### src/rtl/cpu_clk_pkg.sv
// cpu_clk_pkg
//   Shared definitions for the CPU clock controller: FSM state encoding,
//   cycle counter width and the divider counter width helper.
package cpu_clk_pkg;

    typedef enum logic [1:0] {
        STEP_WAIT  = 2'd0,
        STEP_PULSE = 2'd1,
        RUN        = 2'd2,
        HALTED     = 2'd3
    } clk_state_e;

    localparam int unsigned COUNT_W = 32;

    // Divider counter must hold 2^(shift+7)-1, the largest half-period minus one.
    function automatic int unsigned div_cnt_width(input int unsigned shift);
        return shift + 8;
    endfunction

endpackage

### src/rtl/cpu_clk_ctrl_key_debounce.sv
// key_debounce
//   Two-flop synchronizer followed by a debounce counter for one raw input.
//   Ports:
//     clk, rst    board clock, synchronous active-high reset
//     key_raw     asynchronous, possibly bouncy input
//     key_stable  debounced level (resets to RESET_LEVEL)
//     key_fall    one-cycle pulse when key_stable goes 1->0
module key_debounce #(
    parameter int unsigned DEBOUNCE_CYCLES = 100000,
    parameter logic        RESET_LEVEL     = 1'b1
) (
    input  logic clk,
    input  logic rst,
    input  logic key_raw,
    output logic key_stable,
    output logic key_fall
);

    localparam int unsigned CW = $clog2(DEBOUNCE_CYCLES + 1);

    logic          sync1_q, sync1_d;
    logic          sync2_q, sync2_d;
    logic          stable_q, stable_d;
    logic          fall_q, fall_d;
    logic [CW-1:0] cnt_q, cnt_d;

    always_comb begin
        sync1_d  = key_raw;
        sync2_d  = sync1_q;
        stable_d = stable_q;
        fall_d   = 1'b0;
        cnt_d    = cnt_q;
        if (sync2_q == stable_q) begin
            cnt_d = '0;
        end else if (cnt_q == CW'(DEBOUNCE_CYCLES - 1)) begin
            // DEBOUNCE_CYCLES consecutive differing samples: accept the new level
            stable_d = sync2_q;
            fall_d   = ~sync2_q;
            cnt_d    = '0;
        end else begin
            cnt_d = cnt_q + CW'(1);
        end
    end

    always_ff @(posedge clk) begin
        if (rst) begin
            sync1_q  <= RESET_LEVEL;
            sync2_q  <= RESET_LEVEL;
            stable_q <= RESET_LEVEL;
            fall_q   <= 1'b0;
            cnt_q    <= '0;
        end else begin
            sync1_q  <= sync1_d;
            sync2_q  <= sync2_d;
            stable_q <= stable_d;
            fall_q   <= fall_d;
            cnt_q    <= cnt_d;
        end
    end

    assign key_stable = stable_q;
    assign key_fall   = fall_q;

endmodule

### src/rtl/cpu_clk_ctrl.sv
// cpu_clk_ctrl
//   Derives the CPU clock from the board clock: debounced single-step,
//   free-run at 2^(DIV_SHIFT_MIN+div_sel) half-period, or permanent halt.
//   Ports:
//     clk, rst     board clock, synchronous active-high reset
//     step_n       raw active-low step pushbutton
//     run          raw run/step switch (1 = free-run)
//     div_sel      free-run rate select, latched at reset and toggle points
//     halt         CPU request to stop the clock
//     cpu_clk      registered CPU clock
//     cpu_rise     one-cycle pulse coincident with cpu_clk going high
//     cycle_count  number of cpu_clk rising edges since reset
//     state        FSM state for LEDs
module cpu_clk_ctrl
    import cpu_clk_pkg::*;
#(
    parameter int unsigned DEBOUNCE_CYCLES = 100000,
    parameter int unsigned DIV_SHIFT_MIN   = 16
) (
    input  logic               clk,
    input  logic               rst,
    input  logic               step_n,
    input  logic               run,
    input  logic [2:0]         div_sel,
    input  logic               halt,
    output logic               cpu_clk,
    output logic               cpu_rise,
    output logic [COUNT_W-1:0] cycle_count,
    output logic [1:0]         state
);

    localparam int unsigned DIV_W = div_cnt_width(DIV_SHIFT_MIN);

    logic step_stable_unused;
    logic step_fall;
    logic run_stable;
    logic run_fall_unused;

    key_debounce #(
        .DEBOUNCE_CYCLES(DEBOUNCE_CYCLES),
        .RESET_LEVEL    (1'b1)
    ) u_step_db (
        .clk       (clk),
        .rst       (rst),
        .key_raw   (step_n),
        .key_stable(step_stable_unused),
        .key_fall  (step_fall)
    );

    key_debounce #(
        .DEBOUNCE_CYCLES(DEBOUNCE_CYCLES),
        .RESET_LEVEL    (1'b0)
    ) u_run_db (
        .clk       (clk),
        .rst       (rst),
        .key_raw   (run),
        .key_stable(run_stable),
        .key_fall  (run_fall_unused)
    );

    clk_state_e         state_q, state_d;
    logic               cpu_clk_q, cpu_clk_d;
    logic               cpu_rise_q, cpu_rise_d;
    logic [COUNT_W-1:0] cycle_count_q, cycle_count_d;
    logic [DIV_W-1:0]   div_cnt_q, div_cnt_d;
    logic [2:0]         div_lat_q, div_lat_d;
    logic [DIV_W-1:0]   hp_m1;
    logic               phase_done;

    always_comb begin
        hp_m1      = (DIV_W'(1) << (DIV_SHIFT_MIN + 32'(div_lat_q))) - DIV_W'(1);
        phase_done = (div_cnt_q >= hp_m1);
    end

    always_comb begin
        state_d       = state_q;
        cpu_clk_d     = cpu_clk_q;
        cpu_rise_d    = 1'b0;
        cycle_count_d = cycle_count_q;
        div_cnt_d     = div_cnt_q;
        div_lat_d     = div_lat_q;
        case (state_q)
            STEP_WAIT: begin
                cpu_clk_d = 1'b0;
                if (halt) begin
                    state_d = HALTED;
                end else if (run_stable) begin
                    state_d   = RUN;
                    div_cnt_d = '0;
                end else if (step_fall) begin
                    state_d       = STEP_PULSE;
                    cpu_clk_d     = 1'b1;
                    cpu_rise_d    = 1'b1;
                    cycle_count_d = cycle_count_q + COUNT_W'(1);
                    div_cnt_d     = '0;
                end
            end
            STEP_PULSE: begin
                // Step falls arriving here are not remembered: STEP_WAIT only
                // reacts to the one-cycle fall pulse.
                if (phase_done) begin
                    cpu_clk_d = 1'b0;
                    div_cnt_d = '0;
                    state_d   = STEP_WAIT;
                end else begin
                    div_cnt_d = div_cnt_q + DIV_W'(1);
                end
            end
            RUN: begin
                if (phase_done) begin
                    div_cnt_d = '0;
                    div_lat_d = div_sel;
                    // Mode changes only at the end of a low phase, so every
                    // phase lasts a full half-period.
                    if (cpu_clk_q) begin
                        cpu_clk_d = 1'b0;
                    end else if (halt) begin
                        state_d = HALTED;
                    end else if (!run_stable) begin
                        state_d = STEP_WAIT;
                    end else begin
                        cpu_clk_d     = 1'b1;
                        cpu_rise_d    = 1'b1;
                        cycle_count_d = cycle_count_q + COUNT_W'(1);
                    end
                end else begin
                    div_cnt_d = div_cnt_q + DIV_W'(1);
                end
            end
            HALTED: begin
                cpu_clk_d = 1'b0;
            end
            default: begin
                state_d = STEP_WAIT;
            end
        endcase
    end

    always_ff @(posedge clk) begin
        if (rst) begin
            state_q       <= STEP_WAIT;
            cpu_clk_q     <= 1'b0;
            cpu_rise_q    <= 1'b0;
            cycle_count_q <= '0;
            div_cnt_q     <= '0;
            div_lat_q     <= div_sel;
        end else begin
            state_q       <= state_d;
            cpu_clk_q     <= cpu_clk_d;
            cpu_rise_q    <= cpu_rise_d;
            cycle_count_q <= cycle_count_d;
            div_cnt_q     <= div_cnt_d;
            div_lat_q     <= div_lat_d;
        end
    end

    assign cpu_clk     = cpu_clk_q;
    assign cpu_rise    = cpu_rise_q;
    assign cycle_count = cycle_count_q;
    assign state       = state_q;

endmodule

### config.mk
export PLATFORM = sky130hd
export DESIGN_NAME = cpu_clk_ctrl
export DESIGN_NICKNAME = d
export VERILOG_FILES = /design/src/rtl/cpu_clk_pkg.sv /design/src/rtl/cpu_clk_ctrl_key_debounce.sv /design/src/rtl/cpu_clk_ctrl.sv
export SDC_FILE = /design/constraint.sdc
export NUM_CORES = 1
export LEC_CHECK = 0
export BUFFER_PORTS_ARGS = -buffer_cell sky130_fd_sc_hd__buf_2
export CORE_MARGIN = 1
export CORE_UTILIZATION = 38
export DETAILED_ROUTE_END_ITERATION = 7
export GPL_TIMING_DRIVEN = 0
export PLACE_DENSITY = 0.59
export SYNTH_ARGS = -nofsm -noshare
export SYNTH_HDL_FRONTEND = slang
export SYNTH_SLANG_ARGS = --single-unit
### constraint.sdc
create_clock -name clk -period 5.1 [get_ports clk]
set_input_delay 0.255 -clock clk [delete_from_list [all_inputs] [get_ports clk]]
set_output_delay 0.255 -clock clk [all_outputs]
set_load 0.01 [all_outputs]
Word level (Yosys, flattened, before mapping)
Cells that the tools add are included.
- add/subtract/negate cells: 6
- $lt $le $gt $ge: 1
- equal/unequal tests: 18
- shift-type cells: 1
- muxes and demuxes: 36
- bitwise operators: 4
- reductions and logical operators: 17
- operators by type and width (operator ; number):
    $mux 32 ; 7
    $mux 24 ; 4
    $pmux 32 s2 ; 1
    $pmux 24 s2 ; 1
    $add 17x1->17 const B ; 2
    $eq 17x17->1 const B ; 2
    $add 32x1->32 const B ; 1
    $add 24x1->24 const B ; 1
    $ge 24x24->1 ; 1
    $shl 1x6->24 const A ; 1
    $sub 24x2->24 const B ; 1
    $mux 2 ; 8
    $ne 2x2->1 const B ; 6
    $mux 1 ; 9
    $mux 3 ; 3
    $reduce_or 3->1 ; 3
    $reduce_and 2->1 ; 4
    $reduce_and 8->1 ; 1
    $reduce_bool 2->1 ; 4
    $add 5x3->6 const A ; 1
    $pmux 2 s3 ; 1
    $reduce_and 6->1 ; 1
    $eq 2x2->1 const B ; 2
    $ne 2x1->1 const B ; 2
    12 further kinds ; 16
- flip-flop bits (word level): 104

Logic depth before layout (Yosys ltp)
Gate-level depths: netlist of run 1.
- word-level depth: 7
- depth in mapped cells: 15

Hierarchy
A second synthesis of run 1 with hierarchy kept.
- cell total of the unflattened synthesis: 596
- area total of the unflattened synthesis: 5520.3 um^2
- by module, submodules not included (module ; instances ; cells an instance ; area an instance (um^2) ; seq. area each (um^2)):
    cpu_clk_ctrl ; 1 ; 393 ; 3609.7 ; 1291.2
    key_debounce (u_run_db) ; 1 ; 98 ; 958.4 ; 420.4
    key_debounce (u_step_db) ; 1 ; 105 ; 952.2 ; 420.4

Worst setup path before layout of run 1
Ideal clock, no wire load.
- path type: register to register
- start: register div_lat_q[1]
- end: register cycle_count_q[20] (netlist: cycle_count[20])
- setup time: 0.071 ns
- data arrival time: 3.239 ns
- setup slack: 1.791 ns
- stages on the path, launching flop included: 14
- buffers on the path: 1
- clock period less this slack: 3.309 ns
- cells stage by stage: edfxtp_1 or3_1 ha_1 clkbuf_1 xor2_1 nor2_1 a21oi_1 ha_1 nand4_1 nor4_4 a21boi_2 a21o_4 or4_1 a21oi_1
- longest elaborated chain between the ends: 6
- ends and longest elaborated chain (item ; RTL line ; source):
    from (decl) ; cpu_clk_ctrl.sv:66 ; logic [2:0] div_lat_q, div_lat_d;
    from (signal assigned) ; cpu_clk_ctrl.sv:146 ; div_lat_q <= div_sel;
    from (signal assigned) ; cpu_clk_ctrl.sv:153 ; div_lat_q <= div_lat_d;
    $add 5x3->6 ; cpu_clk_ctrl.sv:71 ; hp_m1 = (DIV_W'(1) << (DIV_SHIFT_MIN + 32'(div_lat_q))) - DIV_W'(1);
    $shl 1x6->24 ; cpu_clk_ctrl.sv:71 ;
    $sub 24x2->24 ; cpu_clk_ctrl.sv:71 ;
    $ge 24x24->1 ; cpu_clk_ctrl.sv:72 ; phase_done = (div_cnt_q >= hp_m1);
    $ne 2x2->1 (no source line) ; -- ;
    $reduce_and 8->1 (no source line) ; -- ;
    to (signal assigned) ; cpu_clk_ctrl.sv:151 ; cycle_count_q <= cycle_count_d;
    to (decl) ; cpu_clk_ctrl.sv:64 ; logic [COUNT_W-1:0] cycle_count_q, cycle_count_d;
Every way passes these cells.
A chain may end at the register's enable or synchronous reset.

Final worst setup path of run 1
- start: register div_lat_q[1]
- end: register cycle_count_q[29] (netlist: cycle_count[29])
The elaborated chain is that of the path after synthesis.

==> impl_results.md, run 1 <==
* Status: complete, no violations
* Largest area contributor in the netlist: dfxtp_1
* Max Cap Viol at 0
* Num rows at 42
* Final TNS setup at 0 ns
* Vias in the first global route at 4047
* Clock buffer depth at 2
* Die area at 14280 um2
* Ports at 44
* Fmax at 264.4 MHz
* Tmin final at 3.782 ns
* Max_slew headroom at 51.25%
* CTS buffer count at 9
* Core footprint at 13350 um2
* Crit share post-route at 74.16%
* Clock slew at reported path FFs at 0.07 ns
* RSZ-0062 raised after global routing: no
* CP max FO at 10
* NumNets Final at 673
* Prevailing post-synth register cell: dfxtp_1
* Worst Tran Pin Value at 0.7313 ns
* Post-CTS Hold Buffers at 0
* Final setup violation count at 0
* Most frequent cells in the layout: 118 x nor2_1, 101 x dfxtp_1, 48 x buf_2
* CP endpoint kind: flop
* FFs w/ async S/R, synth at 0%
* Drt wl/cell at 13.19 um
* VDD IR max at 0.1977 mV
* Sequential area share after synthesis at 40.26%
* ANT cells at 0
* Worst Hold Depth at 1
* Routability cong. at 0.8123
* CTS tree: done
* Critical path required time at 5.33 ns
* Post-synth EDFFs at 3
* Initial antenna violation count at 0
* Leakage at 2.128 nW
* Port bufs at 42
* Pre-CTS WS at 1.361 ns
* Post-synthesis cell type count at 56
* Via Count at 4225
* H-tree levels at 3
* Post-DRT Antenna Nets at 0
* Final Max Slew Viols at 0
* Critical path arrival at 4.01 ns
* Top cells by area, synth: dfxtp_1 39%, nor2_1 8.4%, xnor2_1 7.5%, xor2_1 5.2%, ha_1 4.1%
* Pwr dens at 316.3 nW/um2
* Most common cell after layout, fill and taps aside: nor2_1
* DR pass1 iterations at 4
* Area grow syn2layout at 14.60%
* Dpl hpwl at 7970 um
* Vias per cell at 5.097
* Crit path launch type: flop
* Initial Util at 39.30%
* Share of post-route cells with drive strength above 1 at 13.32%
* Synthesized area per cell at 8.817 um2
* Total GRT Usage at 16.23%
* Gr ovfl total at 0
* Worst-Skew Late Latency at 0.35 ns
* Clock Sinks at 104
* Setup Fix Bufs, Post-CTS at 0
* Initial drt markers at 162
* Syn nets at 620
* Ys Warns at 0
* Global-route wire length before repair at 18920 um
* Final WL at 10940 um
* DIE WIDTH at 119.5 um
* Seq cells post-synth at 104
* Residual DRC count at 0
* Worst clock skew at 0.01014 ns
* Reg2reg path depth at 14
* Clk root buf: clkbuf_16
* Final worst slack at 1.318 ns
* Yosys top cell area share at 38.54%
* Syn Inst Count at 595
* Largest net degree at the start of global routing at 19
* Die Y at 119.5 um
* PostCTS Resize Cnt at 0
* Crit Path Category: flop to flop
* Final Hold Fails at 0
* Worst hold path class: primary input to flop
* Mapped cell area at 5246 um2
sequential cells by signal, summed over array words and instances (netlist names):
register and cells:
cpu_clk 1, cpu_rise 1, cycle_count 32, div_cnt_q 24
div_lat_q 3, state 2, u_run_db.cnt_q 17, u_run_db.key_stable 1
u_run_db.sync1_q 1, u_run_db.sync2_q 1, u_step_db.cnt_q 17, u_step_db.key_fall 1
u_step_db.key_stable 1, u_step_db.sync1_q 1, u_step_db.sync2_q 1
logic make-up (layout without fill, tap and decap cells):
kind of cell             after synthesis  count (layout)  share of synthesized area, %
flip-flops                           104             104                         40.26
AO/OA/AOI/OAI                         77              77                         12.86
buffers and inverters                 41              99                         3.220
multiplexers                           4               4                        0.7870
other                                  1               1                       0.07148
adder cells (fa/ha/maj)               17              17                         4.054
XOR/XNOR                              76              76                         12.69
AND/OR/NAND/NOR                      275             275                         26.07
layer usage:
metal	wire length [um]	global-route usage, %	vias up
li1	-	-	2168
met1	5342	21.19	1992
met2	5012	25.69	60
met3	487	5.133	5
met4	96	4.453	0
met5	0	0	-
Yosys cell counts, drive strengths merged (3+ instances only):
| cell type | instances |
|---|---|
| nand4 | 28 |
| dfxtp | 101 |
| nand3 | 26 |
| o21ai | 9 |
| a211oi | 13 |
| or3 | 12 |
| a21oi | 22 |
| or4 | 6 |
| inv | 18 |
| mux2i | 3 |
| nand2b | 4 |
| nor2b | 5 |
| nor3 | 11 |
| edfxtp | 3 |
| clkbuf | 13 |
| nand3b | 3 |
| a21o | 5 |
| and3 | 11 |
| ha | 17 |
| nand2 | 39 |
| a2111oi | 12 |
| xnor2 | 45 |
| nor2 | 118 |
| and2 | 3 |
| o31ai | 3 |
| xor2 | 31 |
| buf | 10 |
critical path, stage by stage, from the launching register on:
cell,delay (ns)
edfxtp_1,0.47
or3_1,0.42
ha_1,0.19
clkbuf_1,0.16
xor2_1,0.17
nor2_1,0.10
a21oi_1,0.05
ha_1,0.30
nand4_1,0.17
inv_1,0.07
a21oi_2,0.59
clkbuf_1,0.52
a211oi_1,0.20
xnor2_1,0.19
nor2_1,0.05
worst paths after layout:
| path | start | endpoint | slack [ns] |
|---|---|---|---|
| setup / recovery | div_lat_q[1] | cycle_count[29] | 1.32 |
| hold / removal | div_sel[2] | div_lat_q[2] | 0.09 |
| setup reg to reg | div_lat_q[1] | cycle_count[29] | 1.32 |
| hold reg to reg | u_step_db.sync1_q | u_step_db.sync2_q | 0.42 |
report_power, final:
group          total, mW  switching, mW  internal (mW)
logic              0.282          0.182         0.0999
registers          0.849         0.0178          0.832
clock network      0.770          0.319          0.451
stage by stage:
step / hold WS (ns) / std cells / total power, mW / cell area [um2] / util, %
2_1_floorplan: 0.3539 / 595 / 1.079 / 5246 / -
3_3_place_gp: 0.3916 / 813 / 1.143 / 5677 / 42.53
3_5_place_dp: 0.4041 / 813 / 1.149 / 5677 / 42.53
4_1_cts: 0.07602 / 829 / 1.925 / 6012 / 45.04
5_1_grt: 0.08177 / 829 / 1.990 / 6012 / 45.04
6_report: 0.09009 / 829 / 1.901 / 6012 / 45.04
area by class of cell:
cell class | instances | area [um2]
Buffer | 23 | 101.3
Inverter | 18 | 67.56
Sequential cell | 104 | 2112
Timing Repair Buffer | 42 | 210.2
Clock buffer | 10 | 239.0
Multi-Input combinational cell | 450 | 2965
Clock inverter | 6 | 96.34
Tap cell | 176 | 220.2
Fill cell | 1356 | 7336
Power figures use the tool's default switching activity.
==> run 2: changes to the inputs <==
- clock period: 5.1 -> 3.9 ns (I/O delays scaled with it)
==> impl_results.md, run 2 (same netlist as run 1, synthesis figures left out) <==
* Status: complete, no violations
* DIE WIDTH at 119.5 um
* Vias per cell at 5.090
* Final Hold Fails at 0
* CTS buffer count at 9
* Hold WS at 0.03058 ns
* Drt wl/cell at 13.23 um
* Max Cap Viol at 0
* ANT cells at 0
* Worst hold path class: primary input to flop
* Area grow syn2layout at 15.05%
* Core footprint at 13350 um2
* Gr ovfl total at 0
* # fillers at 1357
* Final worst slack at 0.3376 ns
* Post-CTS Hold Buffers at 0
* Max_slew headroom at 61.88%
* Final std cells w/o fill at 829
* Ports at 44
* Initial antenna violation count at 0
* PostCTS Resize Cnt at 0
* Port bufs at 42
* Setup crit start: div_lat_q[1]
* Pwr Total at 2.490 mW
* Post-DRT Antenna Nets at 0
* CP top delay family: buffers and inverters
* Worst r2r src: div_lat_q[1]
* DR pass1 iterations at 4
* Leakage at 2.139 nW
* Total GRT Usage at 16.23%
* RSZ-0062 raised after global routing: no
* Critical path required time at 4.13 ns
* Initial Util at 39.30%
* Pwr dens at 412.5 nW/um2
* H-tree levels at 3
* CTS tree: done
* Dpl hpwl at 7970 um
* Worst path max stage delay at 0.50 ns
* Die Y at 119.5 um
* Vias in the first global route at 4047
* Final TNS setup at 0 ns
* Share of post-route cells with drive strength above 1 at 14.09%
* Most common cell after layout, fill and taps aside: nor2_1
* Final Max Slew Viols at 0
* Global-route wire length before repair at 18920 um
* Critical path arrival at 3.79 ns
* Crit share post-route at 91.34%
* Residual DRC count at 0
* Crit Path Category: flop to flop
* Crit path buf inv count at 3
* Worst Tran Pin Value at 0.5718 ns
* Hold wc startpoint: div_sel[2]
* Max reg flops at 32
* Clk root buf: clkbuf_16
* Most frequent cells in the layout: 118 x nor2_1, 101 x dfxtp_1, 48 x buf_2
* Initial drt markers at 184
* Crit path launch type: flop
* Tmin final at 3.562 ns
* CP Cell Sequence: or3_1 > ha_1 > clkbuf_1 > xor2_1 > nor2_1 > a21oi_1 > ha_1 > nand4_1 > inv_1 > a21oi_4 > clkbuf_1 > a211oi_1 > xnor2_1 > nor2_1
* Clock buffer depth at 2
* Num rows at 42
* Largest net degree at the start of global routing at 19
* CP max FO at 10
* Worst clock skew at 0.01083 ns
* Clock Sinks at 104
* Worst-Skew Late Latency at 0.35 ns
* Die area at 14280 um2
* Fmax at 280.7 MHz
* NumNets Final at 673
* Clock slew at reported path FFs at 0.07 ns
* Final setup violation count at 0
* Pre-CTS WS at 0.1606 ns
* Cells after DPL at 813
* Routability cong. at 0.8123
* Final WL at 10970 um
* Crit-path slowest cell: clkbuf_1
* Via Count at 4220
* Setup Fix Bufs, Post-CTS at 0
* VDD IR max at 0.2585 mV
* CP endpoint kind: flop
==> run 2: per-stage QoR <==
| step | utilization (%) | cell area (um2) |
|---|---|---|
| final | 45.22 | 6036 |
| after global routing | 45.22 | 6036 |
| after floorplan | - | 5246 |
| after global placement | 42.53 | 5677 |
| after detailed placement | 42.53 | 5677 |
| after CTS | 45.04 | 6012 |
==> run 2: worst paths after layout <==
check | end | slack [ns] | cells after the start
max | cycle_count[8] | 0.34 | 14
min | div_lat_q[2] | 0.03 | 1
max reg2reg | cycle_count[8] | 0.34 | 14
min reg2reg | u_step_db.sync2_q | 0.42 | 1
==> run 2: power breakdown <==
| part | internal [mW] | total [mW] | leakage, nW | switching [mW] |
|---|---|---|---|---|
| Clock | 0.589 | 1.01 | 0.162 | 0.416 |
| Combinational | 0.134 | 0.373 | 1.13 | 0.240 |
| Sequential | 1.09 | 1.11 | 0.844 | 0.0234 |
| Total | 1.81 | 2.49 | 2.14 | 0.679 |
==> run 2: cell type report <==
type / instances / area (um2) / area share, %
Tap cell: 176 / 220.2 / 3.648
Multi-Input combinational cell: 450 / 2985 / 49.46
Clock inverter: 6 / 96.34 / 1.596
Sequential cell: 104 / 2112 / 34.99
Buffer: 23 / 105.1 / 1.741
Clock buffer: 10 / 239.0 / 3.959
Timing Repair Buffer: 42 / 210.2 / 3.483
Inverter: 18 / 67.56 / 1.119
==> run 2: per-layer routing <==
layer  wire, um  global-route usage [%]  part of all wire [%]  up-vias
met5          0                       0                     0        -
met4         97                   4.453                  0.88        0
met3        498                   5.133                   4.5        7
met1       5327                   21.19                    49     1988
met2       5041                   25.69                    46       57
li1           -                       -                     -     2168
==> run 3: changes to the inputs <==
- CORE_ASPECT_RATIO: not set -> 0.75
- CORE_MARGIN: 1 -> 2
- RECOVER_POWER: not set -> 25
==> impl_results.md, run 3 (same netlist as run 1, synthesis figures left out) <==
* Pwr dens at 385.6 nW/um2
* Max_slew headroom at 60.31%
* CP endpoint kind: flop
* Post-CTS Hold Buffers at 0
* Final WL at 11070 um
* Max reg flops at 32
* Setup Fix Bufs, Post-CTS at 0
* Reg2Reg Setup Slack at 0.35 ns
* Vias per cell at 5.092
* Hold wc startpoint: step_n
* Cell area after placement at 5675 um2
* Final Hold Fails at 0
* Drt wl/cell at 13.44 um
* Area grow syn2layout at 12.47%
* Worst clock skew at 0.006495 ns
* Total GRT Usage at 15.68%
* Max Cap Viol at 0
* Die area at 14770 um2
* Reg2reg path depth at 14
* Via Count at 4196
* Gr ovfl total at 0
* Status: complete, no violations
* CTS buffer count at 9
* Final setup violation count at 0
* Crit share post-route at 90.90%
* Initial antenna violation count at 0
* Critical path required time at 4.11 ns
* Share of post-route cells with drive strength above 1 at 8.320%
* Global-route wire length before repair at 18990 um
* Port bufs at 42
* Post-DRT Antenna Nets at 0
* Sw power at 0.6220 mW
* ANT cells at 0
* Routability cong. at 0.8472
* DIE WIDTH at 139.7 um
* Crit Path Category: flop to flop
* Clock buffer depth at 2
* Clock Sinks at 104
* Worst hold path class: primary input to flop
* Design Area, Final at 5901 um2
* Residual DRC count at 0
* Largest net degree at the start of global routing at 15
* Worst-Skew Late Latency at 0.34 ns
* Most common cell after layout, fill and taps aside: nor2_1
* Crit path launch type: flop
* Final Max Slew Viols at 0
* Worst Hold End: u_step_db.sync1_q
* Initial drt markers at 162
* R2R Path End: cycle_count[8]
* Num rows at 37
* RSZ-0062 raised after global routing: no
* Combinational share of power at 16.4%
* Fmax at 282.1 MHz
* Clock power frac at 34.8%
* Worst Tran Pin Value at 0.5909 ns
* Clock slew at reported path FFs at 0.06 ns
* Clk root buf: clkbuf_16
* Leakage at 1.959 nW
* Pint at 1.653 mW
* NumNets Final at 673
* Tmin final at 3.545 ns
* CP max FO at 10
* Critical path arrival at 3.76 ns
* Dpl hpwl at 8190 um
* Worst r2r src: div_lat_q[1]
* PostCTS Resize Cnt at 0
* Sequential share of power at 48.8%
* CTS tree: done
* Most frequent cells in the layout: 118 x nor2_1, 101 x dfxtp_1, 45 x xnor2_1
* Sw frac at 27.34%
* VDD IR max at 0.2332 mV
* Die Y at 105.8 um
* Initial Util at 38.55%
* Core footprint at 13610 um2
* H-tree levels at 3
* Vias in the first global route at 3956
* DR pass1 iterations at 4
* Ports at 44
* Worst Hold Depth at 2
* Final TNS setup at 0 ns
==> run 3: cell count changes in the layout (fill, tap and decap cells not counted) <==
cell and delta:
clkbuf_1 +33, buf_2 -32, bufinv_16 -2, clkinv_2 +2, inv_6 -2, a2111oi_0 +1
a2111oi_2 -1, clkbuf_2 -1, clkinvlp_4 -1, inv_8 -1
==> run 3: critical path: stages, from the launching register on <==
cell and delay, ns:
edfxtp_1 0.46, or3_1 0.42, ha_1 0.19, clkbuf_1 0.16, nor3_1 0.17, a21o_1 0.10
a21oi_1 0.07, ha_1 0.28, nand4_1 0.16, inv_1 0.10, a21oi_4 0.36, clkbuf_1 0.49
a211oi_1 0.19, xnor2_1 0.20, nor2_1 0.05
==> run 3: power groups by stage <==
stage                     Clock [mW]  Sequential, mW  Combinational (mW)
after floorplan                    0            1.13               0.276
after detailed placement           0            1.13               0.371
final                          0.793            1.11               0.372
after global routing           0.859            1.11               0.420
after global placement             0            1.13               0.361
after CTS                      0.817            1.11               0.372
==> run 3: stage by stage <==
| step | util [%] | setup slack (ns) | hold slack, ns | instances | power, mW |
|---|---|---|---|---|---|
| 6_report | 43.35 | 0.3547 | 0.03556 | 824 | 2.275 |
| 2_1_floorplan | - | 0.5908 | 0.2939 | 595 | 1.411 |
| 3_3_place_gp | 41.70 | 0.2345 | 0.3771 | 812 | 1.495 |
| 5_1_grt | 43.35 | 0.03194 | 0.02479 | 824 | 2.394 |
| 4_1_cts | 43.53 | 0.1652 | 0.02351 | 824 | 2.299 |
| 3_5_place_dp | 41.70 | 0.1966 | 0.3748 | 812 | 1.505 |
==> run 3: layout make-up <==
| class | instances | area (um2) |
|---|---|---|
| buffer | 23 | 103.9 |
| inverter | 18 | 67.56 |
| timing repair buffer | 42 | 170.2 |
| clock buffer | 10 | 239.0 |
| fill | 1375 | 7710 |
| clock inverter | 2 | 10.01 |
| tap | 175 | 219.0 |
| sequential | 104 | 2112 |
| multi-input combinational | 450 | 2979 |
==> run 3: worst max path at each step <==
stage | to | cells after the start | start | slack, ns
after global placement | cycle_count[27] | 13 | div_lat_q[1] | 0.23
after floorplan | cycle_count[20] | 13 | div_lat_q[1] | 0.59
after global routing | cycle_count[10] | 14 | div_lat_q[1] | 0.03
final | cycle_count[8] | 14 | div_lat_q[1] | 0.35
after CTS | cycle_count[8] | 14 | div_lat_q[1] | 0.17
after detailed placement | cycle_count[29] | 14 | div_lat_q[1] | 0.20
==> run 3: metal layers <==
metal,vias to the layer above,wire [um],GRT usage [%],share of wire (%)
met5,-,0,0,0
met4,0,127,4.286,1.1
met3,11,588,4.134,5.3
met2,83,4683,23.67,42
met1,1938,5674,22.18,51
li1,2164,-,-,-
